<file path="src/rtl/decoder_scan_pkg.sv">
// decoder_scan_pkg: FSM state encodings and mode constants shared by the decoder_scan slice.
package decoder_scan_pkg;
  localparam logic [1:0] ST_IDLE   = 2'd0;
  localparam logic [1:0] ST_DIRECT = 2'd1;
  localparam logic [1:0] ST_SCAN   = 2'd2;
  localparam logic MODE_DIRECT = 1'b0;
  localparam logic MODE_SCAN   = 1'b1;
endpackage

</file>
<file path="src/rtl/decoder_scan_onehot_dec.sv">
// decoder_scan_onehot_dec: combinational index to one-hot line decoder.
module decoder_scan_onehot_dec #(
  parameter int SEL_W = 2,
  localparam int OUT_W = 1 << SEL_W
) (
  input  logic [SEL_W-1:0] idx,
  output logic [OUT_W-1:0] y
);
  assign y = OUT_W'(1) << idx;
endmodule

</file>
<file path="src/rtl/decoder_scan.sv">
// decoder_scan: registered one-hot select with DIRECT (hold loaded index) and SCAN (rotating dwell) modes.
module decoder_scan
  import decoder_scan_pkg::*;
#(
  parameter int SEL_W = 2,
  parameter int DIV_W = 16,
  localparam int OUT_W = 1 << SEL_W
) (
  input  logic             clk,
  input  logic             rst_n,
  input  logic             en,
  input  logic             mode,
  input  logic             load,
  input  logic [SEL_W-1:0] sel_in,
  input  logic [DIV_W-1:0] div,
  output logic [OUT_W-1:0] y,
  output logic [SEL_W-1:0] idx,
  output logic             wrap,
  output logic             busy
);
  logic [1:0] st, st_nxt;
  logic [SEL_W-1:0] idx_nxt;
  logic [DIV_W-1:0] cnt, cnt_nxt;
  logic wrap_nxt;
  logic [OUT_W-1:0] dec;
  logic change, term;
  assign change = st == ST_IDLE || (st == ST_DIRECT && mode != MODE_DIRECT) || (st == ST_SCAN && mode == MODE_DIRECT);
  assign term = cnt >= div;
  assign busy = st != ST_IDLE;
  // A state change swallows any load presented in the same cycle; load beats a terminal step.
  always_comb begin
    st_nxt = st;
    idx_nxt = idx;
    cnt_nxt = cnt;
    wrap_nxt = 1'b0;
    if (!en) begin
      st_nxt = ST_IDLE;
      idx_nxt = '0;
      cnt_nxt = '0;
    end else if (change) begin
      st_nxt = mode == MODE_SCAN ? ST_SCAN : ST_DIRECT;
      idx_nxt = mode == MODE_SCAN ? '0 : idx;
      cnt_nxt = '0;
    end else if (load) begin
      idx_nxt = sel_in;
      cnt_nxt = '0;
    end else if (st == ST_SCAN) begin
      cnt_nxt = term ? '0 : cnt + 1'b1;
      idx_nxt = term ? idx + 1'b1 : idx;
      wrap_nxt = term && (&idx);
    end
  end
  decoder_scan_onehot_dec #(.SEL_W(SEL_W)) u_dec (
    .idx(idx_nxt),
    .y  (dec)
  );
  always_ff @(posedge clk or negedge rst_n) begin
    if (!rst_n) begin
      st <= ST_IDLE;
      idx <= '0;
      cnt <= '0;
      wrap <= 1'b0;
      y <= '0;
    end else begin
      st <= st_nxt;
      idx <= idx_nxt;
      cnt <= cnt_nxt;
      wrap <= wrap_nxt;
      y <= st_nxt == ST_IDLE ? '0 : dec;
    end
  end
endmodule

</file>
<file path="config.mk">
export PLATFORM = sky130hd
export DESIGN_NAME = decoder_scan
export DESIGN_NICKNAME = d
export VERILOG_FILES = /design/src/rtl/decoder_scan_pkg.sv /design/src/rtl/decoder_scan_onehot_dec.sv /design/src/rtl/decoder_scan.sv
export SDC_FILE = /design/constraint.sdc
export NUM_CORES = 1
export LEC_CHECK = 0
export ABC_AREA = 1
export CAP_MARGIN = 25
export CORE_MARGIN = 2
export CORE_UTILIZATION = 47
export CTS_CLUSTER_DIAMETER = 40
export CTS_CLUSTER_SIZE = 10
export DETAILED_ROUTE_END_ITERATION = 8
export GPL_TIMING_DRIVEN = 0
export PLACE_DENSITY_LB_ADDON = 0.2
export SYNTH_ARGS = -nofsm -noshare
export SYNTH_HDL_FRONTEND = slang
export SYNTH_SLANG_ARGS = --single-unit
export TNS_END_PERCENT = 100
</file>
<file path="constraint.sdc">
create_clock -name clk -period 1.65 [get_ports clk]
set_clock_uncertainty 0.15 [all_clocks]
set_input_delay 0.33 -clock clk [delete_from_list [all_inputs] [get_ports clk]]
set_output_delay 0.33 -clock clk [all_outputs]
set_load 0.02 [all_outputs]
</file>
==> out/metrics.csv, run 1 <==
stage;metric;value;unit
pwr;total power;0.00113;W
yosys;syn_nets;259;
floorplanning;cell row count;21;
yosys;synthesized area;1670;um2
drt;via count;1572;
layout;layout cells sized above 1;32.2;%
status;status;complete, but fails checks;
global_route;vias in the first global route;1551;
global_route;initial antenna violation count;0;
pwr;cell area power density;460;nW/um2
drt;Via density;4.97;
clocking;CTS Buf Count;3;
yosys;number of flops mapped to enable cells by yosys;0;
sta;Worst-Margin Slew;549;ps
drt;final wirelength;3870;um
yosys;register bit total from synthesis;25;
clocking;cts hold-fix bufs;0;
sta;number of slew-limit violations in the final report;0;
drt;antenna viol nets, final;0;
setup_path;Crit path largest cell delay;460;ps
global_route;largest net degree at the start of global routing;17;
yosys;Yosys top cell area share;37.6;%
sta;Worst slew margin;63.3;%
floorplanning;core area;3360;um2
setup_path;critical path class;input pin to flop;
sta;RSZ-0062 raised after global routing;true;
setup_path;Req. time, crit path;1710;ps
floorplanning;Die X;63.5;um
sta;WHS;201;ps
floorplanning;Die Span Y;63.5;um
global_route;Total GRT Usage;19.7;%
placement;port bufs;30;
layout;commonest non-fill, non-tap cell in the layout;inv_1;
setup_path;endpoint class of the critical path;flop;
pwr;cell leakage power;1.18;nW
clocking;# H-tree levels;1;
layout;area delta synth->final;47.4;%
yosys;Avg Inst Size Synth;7.64;um2
drt;routed len/inst;12.2;um
clocking;CTS tree;yes;
yosys;Async SR Flop Fraction;100;%
sta;post-route minimum period;2040;ps
sta;Final WS setup;-392;ps
setup_path;worst-path maximum fanout;3;
placement;routability cong.;0.793;
layout;most frequent cells in the layout;inv_1, nand2_1, dfrtp_1, clkdlybuf4s50_1, buf_4;
yosys;sequential share of the synthesized area;37.6;%
clocking;Worst-Skew Late Latency;320;ps
clocking;Clock Path Buffers;2;
yosys;post-synth cell types;28;
yosys;Most used DFF post-synth;dfrtp_1;
layout;ANT cells;0;
layout;final instance count without filler cells;316;
floorplanning;Die Area;4040;um2
status;failing checks;negative setup slack;
flow_run;max cap viols;0;
sta;setup TNS;-6610;ps
sta;Hold Vio Cnt, Final;0;
layout;fillcell total;281;
pwr;peak supply drop;0.667;mV
setup_path;crit-path cells;clkdlybuf4s50_1 -> inv_1 -> ha_4 -> nand4_1 -> nor3_2 -> nand2_2 -> nand2_2 -> nand2_2 -> nand2_1 -> nand3_1 -> nand2_1 -> nand2_2 -> nand2_2 -> nor2_1;
sta;# setup viols final;23;
layout;# nets final;312;
placement;detailed-placement wirelength estimate;2630;um
floorplanning;initial core utilization;49.5;%
yosys;synth top area cells;dfrtp_1, ha_1, nand2_1;
sta;Fmax;490;MHz
yosys;Yosys top cell by area;dfrtp_1;
layout;final core utilization;73.0;%
yosys;Synth Instances;218;
clocking;CTS clk-pin slew, worst paths;130;ps
sta;Period Utilization, post-route;124;%
setup_path;cell mode on critical path;nand2_2;
setup_path;CP max-delay cell;clkdlybuf4s50_1;
placement;dpl cells;295;
global_route;first-pass GRT wire length;6450;um
setup_path;crit path DAT;2100;ps
min_path;worst min-delay path class;input pin to asynchronous set/reset pin;
clocking;clock root buffer;clkbuf_4;
drt;Pre-Repair DR Iteration Count;4;
floorplanning;I/O pin count;31;
clocking;Clock Sinks;25;
global_route;GRT Residual Overflow;0;
drt;Residual DRC;0;
drt;Iteration-0 DRC Markers;42;
setup_path;Critical Path Start Type;input pin;
yosys;Syn. warnings;0;
[cell families after synthesis]
logic type | count (synthesis) | synth area share (%)
AND/OR/NAND/NOR | 99 | 26.9
flip-flops | 25 | 37.6
buffers and inverters | 41 | 9.47
XOR/XNOR | 5 | 2.63
adder cells (fa/ha/maj) | 18 | 13.5
AO/OA/AOI/OAI | 30 | 9.92
[flip-flops by register name, summed over array words and instances, names as in the netlist]
signal  count
idx         2
st          2
wrap        1
cnt        16
y           4
[synth_stat cells, drive strengths merged (2+ instances only)]
| cell | count |
|---|---|
| a21oi | 19 |
| and3 | 2 |
| dfrtp | 25 |
| ha | 18 |
| inv | 40 |
| nand2 | 45 |
| nand3 | 12 |
| nand4 | 2 |
| nor2 | 23 |
| nor3 | 11 |
| nor4 | 2 |
| o21ai | 7 |
| xor2 | 4 |
[report_power, final]
part,switching (W),total (W),internal [W]
registers,0.00000779,0.000632,0.000624
clock network,0.000169,0.000263,0.0000945
logic,0.000124,0.000234,0.000110
[area by class of cell]
class	instances	area (um2)	area share, %
buffer	1	7.51	0.306
sequential	25	633	25.8
tap	46	57.6	2.34
multi-input combinational	152	1130	46.2
clock buffer	4	26.3	1.07
timing repair buffer	48	444	18.1
inverter	40	153	6.22
[worst max-delay path, delay by kind of cell]
kind / cells / cell delay, ps
simple gates: 11 / 990
buf+inv: 2 / 520
fa+ha+maj: 1 / 270
[routing by layer]
metal | part of all wire [%] | vias to the layer above | global-route usage (%)
li1 | - | 809 | -
met1 | 43 | 723 | 24.2
met2 | 52 | 34 | 34.3
met3 | 3.8 | 6 | 4.82
met4 | 1.5 | 0 | 5.43
met5 | 0 | - | 0
[path summary, 6_finish.rpt]
| path | to | cells after the start | slack [ps] | startpoint |
|---|---|---|---|---|
| worst min register to register | cnt[9]$_DFFE_PN0P_ | 1 | 390 | cnt[9]$_DFFE_PN0P_ |
| max in group asynchronous | cnt[11]$_DFFE_PN0P_ | 2 | 660 | rst_n |
| worst max register to register | y[3]$_DFF_PN0_ | 16 | -370 | cnt[1]$_DFFE_PN0P_ |
| worst max-delay path | y[3]$_DFF_PN0_ | 14 | -390 | div[9] |
| min in group clk | cnt[9]$_DFFE_PN0P_ | 1 | 390 | cnt[9]$_DFFE_PN0P_ |
| worst min-delay path | cnt[2]$_DFFE_PN0P_ | 1 | 200 | rst_n |
[metrics by stage]
| step | setup slack [ps] | cell area, um2 |
|---|---|---|
| floorplan | -186 | 1680 |
| global placement | -856 | 2040 |
| detailed placement | -893 | 2070 |
| CTS | -394 | 2320 |
| global route | -564 | 2450 |
| finish | -392 | 2450 |
[repair_timing]
item	4_1_cts	5_1_grt
hold endpoints to repair	0	0
buffers inserted	13	4
gates resized for setup	45	30
setup endpoints to repair	31	24
pin swaps	21	22
No activity file was read; power rests on OpenSTA's default activity.
==> run 2: changes to the inputs <==
--- a/config.mk
+++ b/config.mk
@@ -7,6 +7,7 @@
 export LEC_CHECK = 0
 export ABC_AREA = 1
 export CAP_MARGIN = 25
+export CORE_ASPECT_RATIO = 1.5
 export CORE_MARGIN = 2
 export CORE_UTILIZATION = 47
 export CTS_CLUSTER_DIAMETER = 40
==> out/metrics.csv, run 2 (synthesis results as in run 1) <==
stage;metric;value;unit
status;status;complete, but fails checks;
status;failing checks;negative setup slack;
clocking;Clock Sinks;25;
floorplanning;initial core utilization;48.8;%
layout;commonest non-fill, non-tap cell in the layout;nand2_1;
placement;dpl cells;291;
clocking;CTS clk-pin slew, worst paths;90;ps
layout;layout cells sized above 1;36.9;%
drt;Residual DRC;0;
layout;Reg with most FFs;cnt;
clocking;CTS tree;yes;
sta;Hold Vio Cnt, Final;0;
setup_path;Req. time, crit path;1670;ps
drt;Iteration-0 DRC Markers;19;
drt;Via density;5.01;
clocking;# H-tree levels;1;
global_route;Total GRT Usage;21.0;%
clocking;Clock Path Buffers;2;
layout;area delta synth->final;49.6;%
global_route;GRT Residual Overflow;0;
sta;# setup viols final;23;
drt;routed len/inst;12.5;um
setup_path;worst-path maximum fanout;3;
global_route;first-pass GRT wire length;6500;um
setup_path;endpoint class of the critical path;flop;
sta;Period Utilization, post-route;125;%
layout;# nets final;305;
sta;Worst slew margin;63.7;%
sta;post-route minimum period;2060;ps
global_route;vias in the first global route;1534;
setup_path;crit path DAT;2080;ps
layout;final core utilization;72.9;%
flow_run;max cap viols;0;
floorplanning;Die Span Y;76.9;um
sta;RSZ-0062 raised after global routing;true;
clocking;cts hold-fix bufs;0;
floorplanning;core area;3420;um2
global_route;initial antenna violation count;0;
sta;number of slew-limit violations in the final report;0;
setup_path;Critical Path Start Type;flop;
pwr;peak supply drop;0.563;mV
clocking;Worst-Skew Late Latency;270;ps
global_route;GR Util met1;24.6;%
placement;routability cong.;0.790;
pwr;cell area power density;495;nW/um2
drt;via count;1529;
global_route;GR Util met3;1.75;%
global_route;GR Util met2;39.6;%
layout;ANT cells;0;
floorplanning;Die X;52.6;um
min_path;worst min-delay path class;input pin to asynchronous set/reset pin;
floorplanning;Die Area;4050;um2
placement;port bufs;30;
drt;final wirelength;3820;um
layout;fillcell total;292;
placement;detailed-placement wirelength estimate;2680;um
floorplanning;cell row count;26;
clocking;clock root buffer;clkbuf_8;
drt;antenna viol nets, final;0;
layout;top flop regs;cnt x16, y x4;
drt;Pre-Repair DR Iteration Count;4;
sta;Fmax;485;MHz
sta;Final WS setup;-413;ps
global_route;gr busiest metal;met2;
layout;final instance count without filler cells;305;
layout;most frequent cells in the layout;nand2_1, inv_1, dfrtp_1;
floorplanning;I/O pin count;31;
pwr;cell leakage power;1.19;nW
setup_path;critical path class;flop to flop;
layout;Largest register FFs;16;
clocking;CTS Buf Count;3;
global_route;largest net degree at the start of global routing;17;
sta;Worst-Margin Slew;543;ps
sta;WHS;256;ps
## run 2: cell types whose count changed in the layout (fill, tap and decap cells not counted), moves of 4 or more
cell	previous run	this run
buf_4	18	10
clkdlybuf4s50_1	19	11
dlygate4sd2_1	10	18
inv_1	31	25
inv_2	8	14
nand2_2	15	10
nor3_1	8	3
nand2_4	1	5
## run 2: stage by stage
stage / instance area [um2] / total power, W / setup slack, ps / setup TNS, ps
after detailed placement: 2060 / 0.000852 / -879 / -16770
after CTS: 2380 / 0.00122 / -408 / -7170
final: 2490 / 0.00123 / -413 / -7620
after global placement: 2040 / 0.000842 / -881 / -21730
after floorplan: 1680 / 0.000738 / -186 / -1370
after global routing: 2490 / 0.00130 / -576 / -11240
## run 2: area by class of cell
cell class	count	area (um2)	area share [%]
Sequential cell	25	632	25.4
Inverter	40	163	6.53
Tap cell	42	52.6	2.11
Buffer	1	7.51	0.301
Timing Repair Buffer	41	379	15.2
Clock buffer	3	41.3	1.66
Clock inverter	1	5.00	0.201
Multi-Input combinational cell	152	1210	48.6
## run 2: worst paths after layout
path,start,end,slack (ps),depth (start not counted)
worst max-delay path,cnt[3]$_DFFE_PN0P_,y[2]$_DFF_PN0_,-410,16
min in group clk,cnt[9]$_DFFE_PN0P_,cnt[9]$_DFFE_PN0P_,410,1
max in group asynchronous,rst_n,cnt[9]$_DFFE_PN0P_,610,2
worst min-delay path,rst_n,cnt[0]$_DFFE_PN0P_,260,1
worst max register to register,cnt[3]$_DFFE_PN0P_,y[2]$_DFF_PN0_,-410,16
worst min register to register,cnt[9]$_DFFE_PN0P_,cnt[9]$_DFFE_PN0P_,410,1
## run 2: timing repair
action / CTS / global route
pin swaps: 38 / 23
gates resized for setup: 77 / 25
setup buffers: 10 / 0
setup endpoints to repair: 31 / 24
## run 2: critical path: stages, from the launching register on
cell     delay [ps]
dfrtp_2         430
ha_4            290
nand2_4          60
nor2_4          110
nor2_2           50
nand2_1          70
nand2_1          60
nand2_1          80
nand2_2          70
nand2_2          90
nand2_2          70
nand2_2          90
nand3_2          60
nand2_2         100
nand2_4          70
nand2_4          70
nor2_2           40
## run 2: metal layers
metal,wire [um],up-vias
li1,-,797
met1,1450,711
met2,2270,16
met3,50,5
met4,44,0
met5,0,-
## run 2: power by group
part | switching, W | internal [W] | leakage (nW)
clock network | 0.000190 | 0.000169 | 0.0255
logic | 0.000138 | 0.000106 | 0.830
registers | 0.00000736 | 0.000623 | 0.336
==> run 3: changes to the inputs <==
--- a/config.mk
+++ b/config.mk
@@ -7,7 +7,7 @@
 export LEC_CHECK = 0
 export ABC_AREA = 1
 export CAP_MARGIN = 25
-export CORE_ASPECT_RATIO = 1.5
+export CORE_ASPECT_RATIO = 1.75
 export CORE_MARGIN = 2
 export CORE_UTILIZATION = 47
 export CTS_CLUSTER_DIAMETER = 40
@@ -18,4 +18,3 @@
 export SYNTH_ARGS = -nofsm -noshare
 export SYNTH_HDL_FRONTEND = slang
 export SYNTH_SLANG_ARGS = --single-unit
-export TNS_END_PERCENT = 100
==> constraint.sdc (replaced) <==
create_clock -name clk -period 1.65 [get_ports clk]
set_clock_uncertainty 0.15 [all_clocks]
set_input_delay 0.33 -clock clk [delete_from_list [all_inputs] [get_ports clk]]
set_output_delay 0.33 -clock clk [all_outputs]
set_load 0.1 [all_outputs]
==> out/metrics.csv, run 3 (synthesis results as in run 1) <==
stage;metric;value;unit
setup_path;Buf/Inv on CP;3;
placement;port bufs;30;
floorplanning;Die X;49.0;um
clocking;Clock Sinks;25;
setup_path;critical path class;flop to flop;
sta;Hold Vio Cnt, Final;0;
clocking;cts hold-fix bufs;0;
sta;# setup viols final;23;
clocking;CTS tree;yes;
clocking;CTS clk-pin slew, worst paths;90;ps
layout;final instance count without filler cells;317;
layout;Reg with most FFs;cnt;
drt;Residual DRC;0;
clocking;# H-tree levels;1;
global_route;vias in the first global route;1499;
setup_path;family with the most delay on the worst path;simple AND/OR/NAND/NOR gates;
sta;post-route minimum period;2030;ps
global_route;largest net degree at the start of global routing;20;
sta;RSZ-0062 raised after global routing;true;
pwr;cell leakage power;1.23;nW
drt;Iteration-0 DRC Markers;43;
drt;routed len/inst;13.1;um
pwr;cell area power density;507;nW/um2
setup_path;endpoint class of the critical path;flop;
floorplanning;Die Span Y;82.7;um
setup_path;CP max-delay cell;dfrtp_1;
sta;number of slew-limit violations in the final report;0;
floorplanning;cell row count;28;
layout;ANT cells;0;
setup_path;reg2reg path depth;10;
layout;top flop regs;cnt x16, y x4;
clocking;clock root buffer;clkbuf_8;
floorplanning;Die Area;4050;um2
global_route;initial antenna violation count;0;
layout;fillcell total;249;
placement;dpl cells;294;
layout;# nets final;314;
sta;Fmax;494;MHz
global_route;first-pass GRT wire length;6550;um
clocking;Clock Path Buffers;2;
drt;Pre-Repair DR Iteration Count;4;
placement;Place WS;-892;ps
setup_path;worst-path maximum fanout;3;
floorplanning;initial core utilization;49.0;%
setup_path;crit-path cells;ha_1 -> nand4_1 -> nor3_4 -> nand2_2 -> nand2_4 -> nand2_4 -> buf_4 -> buf_6 -> buf_6 -> nor2_2;
status;failing checks;negative setup slack;
drt;Via density;5.08;
setup_path;crit path DAT;2090;ps
layout;Largest register FFs;16;
floorplanning;core area;3400;um2
min_path;worst min-delay path class;input pin to asynchronous set/reset pin;
setup_path;Req. time, crit path;1710;ps
layout;layout cells sized above 1;44.1;%
drt;via count;1611;
global_route;Total GRT Usage;21.3;%
clocking;CTS Buf Count;3;
setup_path;Critical Path Start Type;flop;
global_route;GRT Residual Overflow;0;
status;status;complete, but fails checks;
placement;detailed-placement wirelength estimate;2610;um
layout;commonest non-fill, non-tap cell in the layout;nand2_1;
setup_path;WP depth;10;
pwr;peak supply drop;0.600;mV
sta;WHS;195;ps
sta;Final WS setup;-376;ps
layout;most frequent cells in the layout;nand2_1, inv_1, buf_4, dfrtp_1, inv_2;
setup_path;Crit path largest cell delay;420;ps
sta;Worst slew margin;65.6;%
layout;area delta synth->final;55.5;%
drt;final wirelength;4140;um
clocking;Worst-Skew Late Latency;280;ps
floorplanning;I/O pin count;31;
sta;Worst-Margin Slew;521;ps
flow_run;max cap viols;0;
placement;routability cong.;0.793;
drt;antenna viol nets, final;0;
sta;Period Utilization, post-route;123;%
sta;setup TNS;-7860;ps
pwr;total power;0.00131;W
[run 3: changes by cell type in the layout (fill, tap and decap cells not counted), sizes merged]
cell | previous run | this run
clkinv | 2 | 1
clkdlybuf4s50 | 11 | 7
dlygate4sd2 | 18 | 15
inv | 39 | 40
clkdlybuf4s18 | 0 | 3
buf | 13 | 26
[run 3: path summary, 6_finish.rpt]
kind,start,endpoint,slack (ps)
worst max-delay path,cnt[8]$_DFFE_PN0P_,wrap$_DFF_PN0_,-380
worst max register to register,cnt[8]$_DFFE_PN0P_,wrap$_DFF_PN0_,-380
max in group asynchronous,rst_n,cnt[11]$_DFFE_PN0P_,710
worst min-delay path,rst_n,cnt[10]$_DFFE_PN0P_,200
worst min register to register,st[1]$_DFF_PN0_,st[1]$_DFF_PN0_,420
min in group clk,st[1]$_DFF_PN0_,st[1]$_DFF_PN0_,420
[run 3: per-layer routing]
layer  track usage (%)  wire length [um]  part of all wire, %  vias to the layer above
met5                 0                 0                    0                        -
met4              10.3                59                  1.4                        0
met3              3.06               130                  3.1                        7
met2              40.5              2320                   56                       39
met1              23.1              1630                   39                      751
li1                  -                 -                    -                      814
[run 3: power breakdown]
| part | internal [W] | switching, W |
|---|---|---|
| logic | 0.000108 | 0.000201 |
| registers | 0.000624 | 0.00000948 |
| clock network | 0.000169 | 0.000202 |
[run 3: final cells by class]
class                      instances  area [um2]  share of cell area, %
inverter                          40         158                   6.09
clock inverter                     1        5.00                  0.193
buffer                             1        7.51                  0.290
clock buffer                       3        41.3                   1.59
multi-input combinational        152        1240                   47.8
tap                               45        56.3                   2.17
timing repair buffer              50         449                   17.3
sequential                        25         634                   24.5
[run 3: per-stage QoR]
stage	cell area, um2	utilization [%]
after global placement	2040	60.1
after global routing	2590	76.2
after detailed placement	2070	60.9
after CTS	2390	70.2
final	2590	76.2
after floorplan	1690	-
[run 3: what timing repair did]
item,4_1_cts,5_1_grt
setup buffers,14,6
gates cloned,0,0
pin swaps,41,21
hold endpoints to repair,0,0
endpoints found under the setup margin,31,29
resized for setup,95,50
